==> config.mk <==
export PLATFORM = sky130hd
export DESIGN_NAME = reg_file_sb
export DESIGN_NICKNAME = d
export VERILOG_FILES = /design/src/rtl/reg_file_sb.sv
export SDC_FILE = /design/constraint.sdc
export NUM_CORES = 2
export LEC_CHECK = 0
export BUFFER_PORTS_ARGS = -buffer_cell sky130_fd_sc_hd__buf_2
export CAP_MARGIN = 25
export CORE_MARGIN = 10
export CORE_UTILIZATION = 30
export DETAILED_ROUTE_END_ITERATION = 10
export PLACE_DENSITY_LB_ADDON = 0.05
export SLEW_MARGIN = 20
export SYNTH_ARGS = -nofsm -noshare
export SYNTH_HDL_FRONTEND = slang
export SYNTH_SLANG_ARGS = --single-unit
==> constraint.sdc <==
create_clock -name clk -period 14.8 [get_ports clk]
set_clock_uncertainty 0.15 [all_clocks]
set_input_delay 0.74 -clock clk [delete_from_list [all_inputs] [get_ports clk]]
set_output_delay 0.74 -clock clk [all_outputs]
set_load 0.02 [all_outputs]
==> src/rtl/reg_file_sb.sv <==
// rtl/reg_file_sb.sv - parametrised two-read/two-write register file with busy scoreboard
// Port 1 overrides port 0 on a shared destination; issue wins over writeback on busy bits.
module reg_file_sb #(
  parameter int DATA_W  = 32,
  parameter int ADDR_W  = 4,
  parameter int R0_ZERO = 1,
  parameter int BYPASS  = 1
) (
  input  logic                  clk,
  input  logic                  reset,
  input  logic [ADDR_W-1:0]     rd_sel_a,
  output logic [DATA_W-1:0]     rd_data_a,
  output logic                  rd_busy_a,
  input  logic [ADDR_W-1:0]     rd_sel_b,
  output logic [DATA_W-1:0]     rd_data_b,
  output logic                  rd_busy_b,
  input  logic                  wr0_en,
  input  logic [ADDR_W-1:0]     wr0_sel,
  input  logic [DATA_W-1:0]     wr0_data,
  input  logic [DATA_W/8-1:0]   wr0_be,
  input  logic                  wr1_en,
  input  logic [ADDR_W-1:0]     wr1_sel,
  input  logic [DATA_W-1:0]     wr1_data,
  input  logic                  iss_en,
  input  logic [ADDR_W-1:0]     iss_sel,
  output logic [2**ADDR_W-1:0]  busy_vec
);

  localparam int DEPTH = 2**ADDR_W;
  localparam int NB    = DATA_W / 8;

  logic [DATA_W-1:0] regs     [DEPTH];
  logic [DATA_W-1:0] regs_nxt [DEPTH];
  logic [DEPTH-1:0]  busy_q;
  logic [DEPTH-1:0]  busy_nxt;

  // Post-write view of every register; doubles as the bypass source.
  always_comb begin
    for (int n = 0; n < DEPTH; n++) begin
      regs_nxt[n] = regs[n];
      busy_nxt[n] = busy_q[n];
      if (wr0_en && wr0_sel == ADDR_W'(n)) begin
        for (int i = 0; i < NB; i++) begin
          if (wr0_be[i]) regs_nxt[n][8*i +: 8] = wr0_data[8*i +: 8];
        end
        busy_nxt[n] = 1'b0;
      end
      if (wr1_en && wr1_sel == ADDR_W'(n)) begin
        regs_nxt[n] = wr1_data;
        busy_nxt[n] = 1'b0;
      end
      if (iss_en && iss_sel == ADDR_W'(n)) busy_nxt[n] = 1'b1;
      if (R0_ZERO != 0 && n == 0) begin
        regs_nxt[n] = '0;
        busy_nxt[n] = 1'b0;
      end
    end
  end

  always_ff @(posedge clk or posedge reset) begin
    if (reset) begin
      for (int n = 0; n < DEPTH; n++) regs[n] <= '0;
      busy_q <= '0;
    end else begin
      for (int n = 0; n < DEPTH; n++) regs[n] <= regs_nxt[n];
      busy_q <= busy_nxt;
    end
  end

  // Reset gates the bypass path so reads are zero while reset is held.
  always_comb begin
    rd_data_a = '0;
    rd_data_b = '0;
    if (!reset) begin
      rd_data_a = (BYPASS != 0) ? regs_nxt[rd_sel_a] : regs[rd_sel_a];
      rd_data_b = (BYPASS != 0) ? regs_nxt[rd_sel_b] : regs[rd_sel_b];
    end
  end

  assign rd_busy_a = busy_q[rd_sel_a];
  assign rd_busy_b = busy_q[rd_sel_b];
  assign busy_vec  = busy_q;

endmodule

# Yosys cells after proc, flatten, opt, wreduce, memory -nomap -nowiden
# Index checks and enable logic that the tools add are counted.
word_totals:
  out_inout_bits: 82
  reg_bits: 495
classes:
  bitwise_logic: 2
  eq_ne: 45
  order_cmp: 4
  n_reduce_logical: 60
  n_mux: 147
op_table:
  columns: ["operator", "n"]
  rows:
  - ["$mux W32", 36]
  - ["$mux W8", 60]
  - ["$bmux W32 S4", 2]
  - ["$eq A4 B4 Y1 const B", 24]
  - ["$eq A4 B3 Y1 const B", 12]
  - ["$mux W1", 47]
  - ["$logic_and A1 B1 Y1", 45]
  - ["$reduce_bool A3 Y1", 15]
  - ["$eq A4 B2 Y1 const B", 6]
  - ["$eq A4 B1 Y1 const B", 3]
  - ["$ge A5 B5 Y1 const B", 2]
  - ["$lt A4 B5 Y1 const B", 2]
  - ["$not A4 Y5", 2]
  - ["$bmux W1 S4", 2]

# Longest topological paths before layout
logic_depth:
  word_depth: 8
  ltp_mapped: 12
  ltp_nobuf: 7

# Least setup slack after synthesis
# No wires, ideal clock.
synth_timing:
  kind: "input to output"
  startpoint: "input reset"
  endpoint: "output rd_data_a[1]"
  n_path_buf: 1
  arrival_ns: 13.908
  cell_stages: 4
  slack_ns: 0.002
  path_cell_list: "clkbuf_1 inv_1 o311ai_0 nor4_1"
synth_between:
  elab_chain_cells: 1
synth_lines:
  columns: ["element", "line", "text"]
  rows:
  - ["from (decl)", "10", "input logic reset,"]
  - ["$mux W32", "74", "if (!reset) begin"]
  - ["to (decl)", "12", "output logic [DATA_W-1:0] rd_data_a,"]
# Every way passes these cells.

==> run_results.csv <==
group,metric,value,unit
global_route,grt_pass1_vias,35600,
logic_synthesis,yosys-top-cells-area,"dfrtp_1 39%, nor2_1 6.3%, a221oi_1 6.0%",
sta,hold_viol,0,
logic_synthesis,yosysMostFrequentCell,"nor2_1",
clocking,cts_buffer_depth,3,
clocking,cts_tree,"done",
logic_synthesis,syn_inst,3894,
pwr,seqPwrFrac,35.5,%
clocking,clk_pin_slew,60,ps
sta,max_freq,169,MHz
worst_setup_path,cp-end-kind,"output port",
logic_synthesis,yosys-top-cells-count,"537 x nor2_1, 495 x dfrtp_1, 314 x o21ai_0",
clocking,cts_max_level,3,
placement,dp_slack,9050,ps
pwr,sw_frac_of_total,36.9,%
clocking,cts_resized,0,
pwr,p_int,0.00319,W
placement,io_buffers,173,
cells_and_area,drive_above_1_share,14.7,%
detailed_routing,wl_per_cell,44.2,microns
floorplanning,rows,119,
floorplanning,die_x,347,microns
cells_and_area,final_util,34.6,%
detailed_routing,routed_wl,234000,microns
clocking,cts.sinks,495,
detailed_routing,drcViolationCount,0,
sta,hold_ws,127,ps
detailed_routing,ant_nets,0,
global_route,grt_pass1_wl,316000,microns
pwr,p_clk_share,34.0,%
logic_synthesis,synth.distinct_cells,86,
detailed_routing,vias,37700,
pwr,switching_power,0.00186,W
worst_setup_path,timing.rr.start,"regs[411]$_DFF_PP0_",
sta,setup_slack,8880,ps
sta,max_slew_margin,21.1,%
clocking,root_buffer,"clkbuf_16",
detailed_routing,drtIter0Drc,6747,
worst_setup_path,critPathArrivalTime,5030,ps
min_path,hold_class,"primary input to async pin",
worst_setup_path,crit_chain,"buf_2, nand3b_1, buf_4, buf_4, or2_2, buf_4, nor2_1, nor2_1, a2bb2oi_1, a21oi_1, nor4b_2, buf_2",
worst_setup_path,r2r_setup_slack,13420,ps
placement,place_congestion,0.952,
logic_synthesis,synth-seq-area-share,38.6,%
worst_setup_path,critical_path_class,"primary input to output port",
pwr,peakVddDrop,71.1,uV
run,maxCapViolCount,0,
clocking,cts_buffers,69,
sta,finalCritPeriodShare,40.0,%
sta,setup_viol,0,
worst_setup_path,worstRegToRegCells,2,
worst_setup_path,cp_slowest_cell,"nor4b_2",
clocking,clock_latency,630,ps
pwr,power_density,138,mW/mm^2
worst_setup_path,worst_r2r_endpoint,"regs[411]$_DFF_PP0_",
logic_synthesis,ys_async_sr_fraction,100,%
sta,tightest_slew,1180,ps
global_route,track_usage,37.1,%
logic_synthesis,synth-edff-count,0,
run_status,outcome,"completed",
logic_synthesis,avgSynthCellArea,8.23,sq um
cells_and_area,nets,3938,
logic_synthesis,ys_ff_latch,495,
floorplanning,die_y,347,microns
logic_synthesis,syn_nets,3987,
cells_and_area,area_delta_synth_final,14.1,%
global_route,gr-total-overflow,0,
pwr,combPwrFrac,30.5,%
logic_synthesis,synth_top_area_share,38.6,%
floorplanning,die-area,0.120,sq mm
clocking,cts_hold_buffers,0,
logic_synthesis,yosys.area.top_type,"dfrtp_1",
sta,maxSlewViolCount,0,
global_route,antenna_found_initial,25,
pwr,power,0.00505,W
worst_setup_path,start_kind,"primary input",
floorplanning,initial_core_util,30.3,%
placement,dp_hpwl,146000,microns
worst_setup_path,max_stage_delay,860,ps
pwr,p_leak,14.1,nW
logic_synthesis,netlist_area,0.0321,sq mm
sta,setup_tns,0,ps
worst_setup_path,cp.required,13910,ps
floorplanning,fp.coreArea,0.106,sq mm
global_route,grt_max_degree,91,
worst_setup_path,crit_fanout,32,
worst_setup_path,critPathMostFrequentCell,"buf_4",
detailed_routing,firstDrtPassIters,6,
clocking,cts_setup_buffers,0,
floorplanning,boundaryPins,175,
logic_synthesis,synth_warnings,0,
logic_synthesis,synthFlopType,"dfrtp_1",
sta,rsz0062_at_grt,"false",
sta,post-route-min-period,5920,ps
detailed_routing,post_drt_via_cell_ratio,7.12,
[kinds of logic (layout without fill, tap and decap cells)]
family                 count (synthesis)  in the layout  share of synthesized area [%]
flip-flops                           495            495                           38.6
multiplexers                          80             80                           3.33
AND/OR/NAND/NOR                     1360           1360                           20.2
buffers and inverters                531            529                           6.93
AO/OA/AOI/OAI                       1427           1427                           30.9
other                                  1             17                         0.0117
[cells in the final DEF (no fill, tap or decap), types with 16 or more instances in the layout]
| cell | n |
|---|---|
| a31oi_1 | 184 |
| or3_1 | 24 |
| a22oi_1 | 140 |
| buf_4 | 151 |
| diode_2 | 16 |
| o22ai_1 | 93 |
| nor2_1 | 503 |
| nor3_1 | 193 |
| and3_1 | 28 |
| nand2_1 | 260 |
| mux4_2 | 20 |
| and4_1 | 27 |
| a22o_1 | 46 |
| mux2i_1 | 47 |
| and4b_1 | 33 |
| nand3_1 | 70 |
| clkbuf_8 | 17 |
| a21oi_1 | 136 |
| o21a_1 | 27 |
| nor2_2 | 16 |
| inv_1 | 79 |
| a221oi_1 | 221 |
| buf_2 | 169 |
| clkbuf_1 | 17 |
| o32ai_1 | 21 |
| clkbuf_16 | 71 |
| dfrtp_1 | 495 |
| nand4_1 | 68 |
| nor2_4 | 19 |
| o21ai_0 | 314 |
| a211oi_1 | 34 |
| a221o_1 | 51 |
[final cells by class]
class,count,area [sq um]
fill,11100,69100
multi-input combinational,2868,17800
sequential,495,12400
timing repair buffer,329,2130
clock buffer,105,2070
tap,1391,1740
inverter,82,312
clock inverter,13,119
antenna,16,40.0
[per-layer routing]
metal / vias to the layer above / global-route usage, % / wire [microns]
li1: 14700 / - / -
met1: 19000 / 49.1 / 94200
met2: 3153 / 51.7 / 94700
met3: 793 / 11.6 / 28700
met4: 22 / 23.8 / 16600
met5: - / 0 / 145
[state kept, by name, indices dropped and copies added, names as in the netlist]
signal	cells
busy_vec	15
regs	480
[per-stage QoR]
step                      instance area, sq um  std cells
final                                    36600       5299
after global routing                     36600       5289
after CTS                                36400       5278
after detailed placement                 34300       5160
after global placement                   34200       5154
after floorplan                          32100       3894
[power by group through the flow]
| stage | combinational, W | clock (W) | sequential [W] |
|---|---|---|---|
| after CTS | 0.00148 | 0.00172 | 0.00179 |
| after global placement | 0.00147 | 0 | 0.00181 |
| after global routing | 0.00162 | 0.00177 | 0.00182 |
| after floorplan | 0.000945 | 0 | 0.00180 |
| final | 0.00154 | 0.00171 | 0.00179 |
| after detailed placement | 0.00147 | 0 | 0.00181 |
[critical path: cells and delay by family]
kind                   cells  cell delay (ps)
and+or+nand+nor            5             1970
buffers and inverters      5             1940
AOI/OAI and AO/OA          2              260
[worst max path at each step]
| stage | start | slack, ps | endpoint | cells after the start |
|---|---|---|---|---|
| after detailed placement | wr1_sel[0] | 9050 | rd_data_b[22] | 12 |
| after floorplan | reset | 4450 | rd_data_a[8] | 5 |
| after global placement | wr1_sel[0] | 9070 | rd_data_b[22] | 12 |
| after global routing | wr1_sel[2] | 8920 | rd_data_a[11] | 12 |
| final | wr1_sel[0] | 8880 | rd_data_b[15] | 12 |
| after CTS | wr1_sel[0] | 9040 | rd_data_b[22] | 12 |
Power figures use the tool's default switching activity.
